**config.mk**
```make
export PLATFORM = sky130hd
export DESIGN_NAME = param_icache
export DESIGN_NICKNAME = d
export VERILOG_FILES = /design/src/rtl/param_icache_pkg.sv /design/src/rtl/param_icache_array.sv /design/src/rtl/param_icache.sv
export SDC_FILE = /design/constraint.sdc
export NUM_CORES = 1
export LEC_CHECK = 0
export ABC_CLOCK_PERIOD_IN_PS = 5300
export CORE_ASPECT_RATIO = 1.4
export CORE_MARGIN = 2
export CORE_UTILIZATION = 50
export CTS_CLUSTER_SIZE = 8
export DETAILED_ROUTE_END_ITERATION = 10
export PLACE_DENSITY = 0.75
export RECOVER_POWER = 25
export SYNTH_ARGS = -nofsm -noshare
export SYNTH_HDL_FRONTEND = slang
export SYNTH_SLANG_ARGS = --single-unit
```
**constraint.sdc**
```tcl
create_clock -name CLK -period 5.3 [get_ports CLK]
set_input_delay 0.795 -clock CLK [delete_from_list [all_inputs] [get_ports CLK]]
set_output_delay 0.795 -clock CLK [all_outputs]
set_load 0.02 [all_outputs]
```
**src/rtl/param_icache_pkg.sv**
```systemverilog
// Shared types and helpers for the parametrised instruction cache.
package param_icache_pkg;

  typedef enum logic {
    IDLE = 1'b0,
    FILL = 1'b1
  } icache_state_t;

  // Tag width left after removing the index, the word offset and the byte offset.
  function automatic int tag_width(input int nsets, input int words);
    return 32 - $clog2(nsets) - $clog2(words) - 2;
  endfunction

endpackage

```
**src/rtl/param_icache_array.sv**
```systemverilog
// Valid/tag/data storage for the direct-mapped icache.
// There is one data write port, used for each fill beat, and one line write port that commits
// the tag and sets valid. The read port is combinational.
module param_icache_array
  import param_icache_pkg::*;
#(
  parameter int NSETS = 8,
  parameter int WORDS = 2,
  parameter int TAG_W = 26,
  localparam int IDX_W = $clog2(NSETS),
  localparam int OFF_W = $clog2(WORDS),
  localparam int OFF_WS = (OFF_W > 0) ? OFF_W : 1
) (
  input  logic              clk,
  input  logic              rst,
  input  logic              clr_valid,
  input  logic              data_we,
  input  logic [IDX_W-1:0]  wr_idx,
  input  logic [OFF_WS-1:0] wr_off,
  input  logic [31:0]       wr_data,
  input  logic              line_we,
  input  logic [TAG_W-1:0]  wr_tag,
  input  logic [IDX_W-1:0]  rd_idx,
  input  logic [OFF_WS-1:0] rd_off,
  output logic              rd_valid,
  output logic [TAG_W-1:0]  rd_tag,
  output logic [31:0]       rd_data
);

  localparam int AW = IDX_W + OFF_W;

  logic [NSETS-1:0] valid_q, valid_d;
  logic [TAG_W-1:0] tag_q  [NSETS];
  logic [TAG_W-1:0] tag_d  [NSETS];
  logic [31:0]      data_q [NSETS*WORDS];
  logic [31:0]      data_d [NSETS*WORDS];
  logic [AW-1:0]    wr_addr, rd_addr;

  if (OFF_W > 0) begin : g_off
    assign wr_addr = {wr_idx, wr_off};
    assign rd_addr = {rd_idx, rd_off};
  end else begin : g_nooff
    logic unused_off;
    assign unused_off = ^{wr_off, rd_off};
    assign wr_addr = wr_idx;
    assign rd_addr = rd_idx;
  end

  assign rd_valid = valid_q[rd_idx];
  assign rd_tag   = tag_q[rd_idx];
  assign rd_data  = data_q[rd_addr];

  // Next storage contents. A whole-cache clear wins over a line commit in the same cycle.
  always_comb begin
    valid_d = valid_q;
    tag_d   = tag_q;
    data_d  = data_q;
    if (data_we) data_d[wr_addr] = wr_data;
    if (line_we) begin
      tag_d[wr_idx]   = wr_tag;
      valid_d[wr_idx] = 1'b1;
    end
    if (clr_valid) valid_d = '0;
  end

  // Only the valid bits are reset; tags and data are qualified by valid.
  always_ff @(posedge clk) begin
    if (rst) valid_q <= '0;
    else     valid_q <= valid_d;
    tag_q  <= tag_d;
    data_q <= data_d;
  end

endmodule

```
**src/rtl/param_icache.sv**
```systemverilog
// Parametrised direct-mapped read-only instruction cache with multi-word blocks.
// Hits are served combinationally. A miss fills the whole block, one word per memory beat.
// Define PARAM_ICACHE_STATS_EN to build the hit and miss counters. Otherwise both outputs read 0.
module param_icache
  import param_icache_pkg::*;
#(
  parameter int NSETS = 8,
  parameter int WORDS = 2
) (
  input  logic        CLK,
  input  logic        RST,
  input  logic        imemREN,
  input  logic [31:0] imemaddr,
  output logic        ihit,
  output logic [31:0] imemload,
  input  logic        inv,
  output logic        iREN,
  output logic [31:0] iaddr,
  input  logic        iwait,
  input  logic [31:0] iload,
  output logic [31:0] hit_count,
  output logic [31:0] miss_count
);

  localparam int IDX_W  = $clog2(NSETS);
  localparam int OFF_W  = $clog2(WORDS);
  localparam int OFF_WS = (OFF_W > 0) ? OFF_W : 1;
  localparam int TAG_W  = tag_width(NSETS, WORDS);
  localparam logic [OFF_WS-1:0] LAST_BEAT = OFF_WS'(WORDS - 1);

  // The low field carries the word offset and the byte offset together, so it exists even when WORDS is 1.
  typedef struct packed {
    logic [TAG_W-1:0] tag;
    logic [IDX_W-1:0] idx;
    logic [OFF_W+1:0] lo;
  } addr_split_t;

  addr_split_t       req;
  logic [OFF_WS-1:0] req_off;

  icache_state_t     state_q, state_d;
  logic [OFF_WS-1:0] cnt_q, cnt_d;
  logic [TAG_W-1:0]  miss_tag_q, miss_tag_d;
  logic [IDX_W-1:0]  miss_idx_q, miss_idx_d;

  logic              data_we, line_we, miss_start;
  logic              rd_valid;
  logic [TAG_W-1:0]  rd_tag;
  logic [31:0]       rd_data;
  logic [31:0]       fill_addr;

  assign req     = addr_split_t'(imemaddr);
  assign req_off = OFF_WS'(req.lo >> 2);

  if (OFF_W > 0) begin : g_off
    assign fill_addr = {miss_tag_q, miss_idx_q, cnt_q, 2'b00};
  end else begin : g_nooff
    logic unused_cnt;
    assign unused_cnt = ^cnt_q;
    assign fill_addr  = {miss_tag_q, miss_idx_q, 2'b00};
  end

  // Array writes are held off during reset, so a fill that reset interrupts leaves no tag or valid state.
  param_icache_array #(
    .NSETS(NSETS),
    .WORDS(WORDS),
    .TAG_W(TAG_W)
  ) u_array (
    .clk      (CLK),
    .rst      (RST),
    .clr_valid(inv),
    .data_we  (data_we & ~RST),
    .wr_idx   (miss_idx_q),
    .wr_off   (cnt_q),
    .wr_data  (iload),
    .line_we  (line_we & ~RST),
    .wr_tag   (miss_tag_q),
    .rd_idx   (req.idx),
    .rd_off   (req_off),
    .rd_valid (rd_valid),
    .rd_tag   (rd_tag),
    .rd_data  (rd_data)
  );

  // Hit detection, miss capture and fill sequencing. inv aborts a fill in progress.
  always_comb begin
    state_d    = state_q;
    cnt_d      = cnt_q;
    miss_tag_d = miss_tag_q;
    miss_idx_d = miss_idx_q;
    ihit       = 1'b0;
    imemload   = '0;
    iREN       = 1'b0;
    iaddr      = '0;
    data_we    = 1'b0;
    line_we    = 1'b0;
    miss_start = 1'b0;
    case (state_q)
      IDLE: begin
        ihit = imemREN & rd_valid & (rd_tag == req.tag) & ~inv;
        if (ihit) imemload = rd_data;
        if (imemREN & ~ihit & ~inv) begin
          miss_tag_d = req.tag;
          miss_idx_d = req.idx;
          cnt_d      = '0;
          miss_start = 1'b1;
          state_d    = FILL;
        end
      end
      FILL: begin
        iREN  = 1'b1;
        iaddr = fill_addr;
        if (inv) begin
          cnt_d   = '0;
          state_d = IDLE;
        end else if (!iwait) begin
          data_we = 1'b1;
          if (cnt_q == LAST_BEAT) begin
            line_we = 1'b1;
            cnt_d   = '0;
            state_d = IDLE;
          end else begin
            cnt_d = cnt_q + 1'b1;
          end
        end
      end
      default: state_d = IDLE;
    endcase
  end

  // FSM, beat counter and miss address registers.
  always_ff @(posedge CLK) begin
    if (RST) begin
      state_q    <= IDLE;
      cnt_q      <= '0;
      miss_tag_q <= '0;
      miss_idx_q <= '0;
    end else begin
      state_q    <= state_d;
      cnt_q      <= cnt_d;
      miss_tag_q <= miss_tag_d;
      miss_idx_q <= miss_idx_d;
    end
  end

`ifdef PARAM_ICACHE_STATS_EN
  logic [31:0] hit_count_q, hit_count_d;
  logic [31:0] miss_count_q, miss_count_d;

  // Count hit cycles and fill starts. Both wrap modulo 2^32, and inv leaves them untouched.
  always_comb begin
    hit_count_d  = hit_count_q + {31'd0, ihit};
    miss_count_d = miss_count_q + {31'd0, miss_start};
  end

  // Statistics registers, cleared only by reset.
  always_ff @(posedge CLK) begin
    if (RST) begin
      hit_count_q  <= '0;
      miss_count_q <= '0;
    end else begin
      hit_count_q  <= hit_count_d;
      miss_count_q <= miss_count_d;
    end
  end

  assign hit_count  = hit_count_q;
  assign miss_count = miss_count_q;
`else
  logic unused_miss_start;
  assign unused_miss_start = miss_start;
  assign hit_count  = '0;
  assign miss_count = '0;
`endif

endmodule

```
* Word-level counts from Yosys, hierarchy flattened *
Cells that the tools add are included.

word-level totals
  flip-flop bits (word level) = 759
  output and inout bits = 130
  logic and storage cells = 102

operators by class
  $add $sub $neg = 1
  $lt $le $gt $ge = 9
  equal/unequal tests = 3
  mux-type cells = 38
  bitwise gates (word level) = 16
  reductions and logical operators = 6

operator list
  cell                                                                          number
  512-bit bitwise mux                                                           1
  208-bit bitwise mux                                                           1
  32-bit two-way mux                                                            6
  32-bit binary-select mux with 4-bit select                                    1
  32-bit demux with 4-bit select                                                1
  26-bit binary-select mux with 3-bit select                                    1
  26-bit demux with 3-bit select                                                1
  26-bit two-way mux                                                            3
  26-bit equality test                                                          1
  1-bit two-way mux                                                             19
  5-bit greater-or-equal comparator, second input constant                      2
  4-bit inverter with 5-bit output                                              2
  4-bit greater-or-equal comparator, second input constant                      2
  3-bit by 4-bit less-than comparator with 1-bit output, second input constant  2
  3-bit inverter with 4-bit output                                              2
  8-bit bitwise OR                                                              1
  1-bit AND                                                                     7
  5-bit by 1-bit less-than comparator with 1-bit output, second input constant  1
  4-bit by 1-bit less-than comparator with 1-bit output, second input constant  1
  1-bit inverter                                                                4
  1-bit case mux with 2 select lines                                            2
  2-bit AND reduction                                                           2
  1-bit binary-select mux with 3-bit select                                     1
  1-bit demux with 3-bit select                                                 1
  other kinds (6)                                                               8

* Longest topological paths before layout *
  depth after elaboration = 12
  gate-level depth with buffers = 13
  depth with buffers taken out = 8

* Hierarchy *
From an unflattened synthesis, not the netlist that was laid out.

unflattened totals
  cell total of the unflattened synthesis = 1,597
  area total of the unflattened synthesis = 30,397.9 um^2

modules (own cells, without submodules)
  module              instances  cells an instance  area each (um^2)  sequential area each (um^2)
  param_icache_array  1          1,286              27,835.4          21,780.9
  param_icache        1          311                2,562.5           620.6

* Worst setup path before layout *
Ideal clock, no wire load.

  kind = input-to-reg
  start = in inv
  end = reg u_array.data_q[448] (netlist name) (enable)
  arrival time = 3.787 ns
  required time = 4.837 ns
  slack = 1.050 ns
  stages on the path = 4
  path buffers = 1
  path through = nor2_1 clkbuf_1 nand4b_1 nor3_1

between the ends
  cells in the longest elaborated chain, start to end = 3

RTL lines
  element               line                      RTL
  start, declared       param_icache.sv:16        input logic inv,
  1-bit two-way mux     param_icache.sv:113       if (inv) begin
  1-bit two-way mux     param_icache.sv:98        case (state_q)
  1-bit AND             param_icache.sv:72        .data_we (data_we & ~RST),
  end signal, assigned  param_icache_array.sv:71  data_q <= data_d;
  end, declared         param_icache_array.sv:35  logic [31:0] data_q [NSETS*WORDS];

Every way passes these cells.
A chain may end at the register's enable or synchronous reset.

* Worst setup path in the final report *
  start = in imemaddr[3]
  end = out imemload[25]

between the ends
  cells in the longest elaborated chain, start to end = 9

RTL lines
  element                                                 line                      RTL
  start, declared                                         param_icache.sv:13        input logic [31:0] imemaddr,
  3-bit inverter with 4-bit output (implied by the code)  param_icache_array.sv:50  assign rd_tag = tag_q[rd_idx];
  26-bit binary-select mux with 3-bit select              param_icache_array.sv:50
  26-bit two-way mux (implied by the code) (2 in a row)   param_icache_array.sv:50
  26-bit equality test                                    param_icache.sv:100       ihit = imemREN & rd_valid & (rd_tag == req.tag) & ~inv;
  1-bit AND (2 in a row)                                  param_icache.sv:100
  32-bit two-way mux (*)                                  param_icache.sv:101       if (ihit) imemload = rd_data;
  32-bit two-way mux (*)                                  param_icache.sv:98
  end, declared                                           param_icache.sv:15        output logic [31:0] imemload,

Mark *: on every way between the ends. The rest lies on a longest branch, timed or not. The select of a mux whose other input is x is not followed.

==> run_results.csv <==
group,metric,value,unit
status,outcome,"completed",
floorplan,die-area,62100,um^2
drt,ant_nets,0,
clock_tree,cts_buffers,105,
floorplan,die_h,294,um
timing,final-hold-violation-count,0,
cells_and_area,drive_gt1_share,23.9,%
synthesis,synth_area_per_cell,20.9,um^2
worst_setup_path,r2r_start,"u_array.tag_q[204]",
synthesis,synth_area,30000,um^2
clock_tree,cts_root_buf,"clkbuf_16",
cells_and_area,stdcell_count,2456,
power,powerDensity,373,nW/um^2
floorplan,start_util,50.4,%
floorplan,die_w,211,um
timing,worstMarginPinSlew,0.995,ns
synthesis,synth_edf_count,720,
synthesis,yosys_warnings,0,
timing,holdWs,0.466,ns
timing,setup-violations-final,0,
worst_setup_path,r2r_slack,2.01,ns
placed_design,gp_congestion,0.756,
timing,finalCritPeriodShare,96.2,%
worst_setup_path,cp_max_fo,30,
placed_design,dpl.hpwl,36300,um
synthesis,netlist_instances,1438,
timing,skew,0.0388,ns
cells_and_area,nets,1722,
clock_tree,clk_path_buf_depth,3,
drt,dr_total_vias,14609,
drt,drc,0,
cells_and_area,final_area,35200,um^2
timing,relSlewSlack,33.6,%
clock_tree,htreeDepth,3,
global_routing,grt_use_total,21.7,%
hold_path,hold_path_end,"u_array.valid_q[7]",
synthesis,ys_ff_latch,759,
floorplan,rows,106,
timing,worst_slack,0.201,ns
hold_path,hold_path.class,"reg2reg",
worst_setup_path,cp-end-kind,"output port",
worst_setup_path,worstPathArrival,4.30,ns
drt,totalWireLength,66200,um
hold_path,min_path_cells,1,
global_routing,grt_pass1_wl,97700,um
placed_design,placed_area,32300,um^2
cells_and_area,nFillCells,4138,
timing,max_clock_freq,196,MHz
worst_setup_path,required,4.51,ns
worst_setup_path,critPathLaunchType,"primary input",
timing,slew_violations,0,
synthesis,yosysSeqAreaShare,74.6,%
worst_setup_path,rr_worst_depth,9,
clock_tree,cts_tree,"yes",
clock_tree,clock_sinks,759,
drt,dr.first_iter.drc_count,1378,
global_routing,grt_overflow_total,0,
cells_and_area,post-route-util,59.2,%
worst_setup_path,r2r-end,"state_q",
global_routing,antenna_found_initial,5,
clock_tree,clkLatencyLatePin,0.65,ns
global_routing,grt_pass1_vias,15504,
global_routing,grt_max_degree,69,
drt,wl_per_cell,27.0,um
clock_tree,post_cts_buffers,0,
timing,post-route-min-period,5.10,ns
synthesis,synth_cell_type_count,50,
timing,rsz0062_at_grt,"false",
worst_setup_path,critPathKind,"in2out",
floorplan,coreArea,59500,um^2
floorplan,io_pins,199,
drt,via_per_inst,5.95,
drt,drt-pass1-iter-count,5,
clock_tree,clk_pin_slew,0.05,ns
cells_and_area,area_growth,17.3,%
job,drv_cap,0,
placed_design,dp_cells,2302,
clock_tree,ctsHoldBuffers,0,
power,p_leak,0.0115,uW
placed_design,place_ws,-0.0365,ns
synthesis,synthArstFlopShare,0,%
synthesis,synth-main-ff-cell,"edfxtp_1",
power,vdd_ir_drop_max,0.291,mV
placed_design,io_buffers,130,
hold_path,hp-start,"u_array.valid_q[7]",
==> synth_stat cells, drive strengths merged, types with 9 or more instances <==
library cell    n  area [um^2]
a22oi           9         67.6
and2           32          203
buf           108          714
clkbuf         35          131
dfxtp          39          781
edfxtp        720        21600
mux2           10          113
mux2i          45          450
mux4          194         4370
nand2          10         37.5
nand2b         36          233
nand4b         30          263
nor2           23         86.3
nor2b          34          213
o21ai          33          165
xor2           13          114
==> cell type report <==
cell class                 count  area, um^2  share of cell area [%]
antenna                        3        7.51                  0.0213
inverter                       3        11.3                  0.0320
timing repair buffer         186        1790                    5.08
clock buffer                 144        2780                    7.90
clock inverter                 7         128                   0.362
tap                          756         946                    2.69
sequential                   759       22400                    63.6
multi-input combinational    598        7160                    20.3
==> layout by cell type (no fill, tap or decap), drive strengths merged, types with 10 or more instances in the layout <==
cell type / count
conb: 66
nor2b: 34
dlygate4sd3: 15
nor2: 23
mux2i: 45
buf: 59
clkdlybuf4s50: 111
edfxtp: 720
clkbuf: 145
nand2b: 36
mux2: 10
dfxtp: 39
mux4: 194
and2: 32
nand2: 10
xor2: 13
o21ai: 33
nand4b: 30
==> cell families after synthesis <==
kind of cell / synth area share [%]
DFF: 74.6
AOI/OAI and AO/OA: 1.55
and+or+nand+nor: 4.02
xor gates and xnor gates: 0.525
buffers and inverters: 2.85
other: 0.0125
muxes: 16.4
==> worst max path at each step <==
stage | start | to | slack, ns | cells past startpoint
6_report | imemaddr[3] | imemload[25] | 0.20 | 12
5_1_grt | u_array.tag_q[204] | imemload[12] | 0.06 | 10
4_1_cts | imemaddr[3] | imemload[25] | 0.08 | 12
3_5_place_dp | imemaddr[4] | imemload[24] | -0.04 | 12
3_3_place_gp | imemaddr[4] | imemload[24] | -0.006 | 12
2_1_floorplan | inv | u_array.data_q[448] | 1.05 | 4
==> registers in the layout (all words and copies together) (netlist names) <==
register	flops
u_array.data_q	512
miss_tag_q	26
miss_idx_q	3
u_array.tag_q	208
cnt_q	1
state_q	1
u_array.valid_q	8
==> repair_timing <==
item	CTS	global route
endpoints found under the setup margin	1	3
gates resized for setup	2	1
pin swaps	0	0
==> report_power, final <==
part | total, uW | internal (uW) | switching [uW]
Combinational | 576 | 259 | 316
Sequential | 6610 | 6580 | 27.6
Clock | 5940 | 3600 | 2340
==> stage by stage <==
stage                     TNS [ns]  power (uW)
final                            0       13100
after global routing             0       13500
after CTS                        0       13200
after detailed placement   -0.0365        7300
after global placement    -0.00643        7280
after floorplan                  0        7120
==> worst max-delay path, cell delays in order <==
cell             delay [ns]
buf_6                  0.31
buf_4                  0.28
mux4_2                 0.52
mux2i_1                0.21
xnor2_1                0.13
nor4_2                 0.37
buf_4                  0.18
nand4_1                0.12
nand2b_4               0.31
buf_12                 0.23
nor2b_1                0.15
clkdlybuf4s50_1        0.62
==> layer usage <==
layer,global-route usage (%),routed length (um)
met1,26.7,24800
met2,38.5,35500
met3,4.19,4250
met4,7.16,1610
met5,0,27
Power figures use the tool's default switching activity.
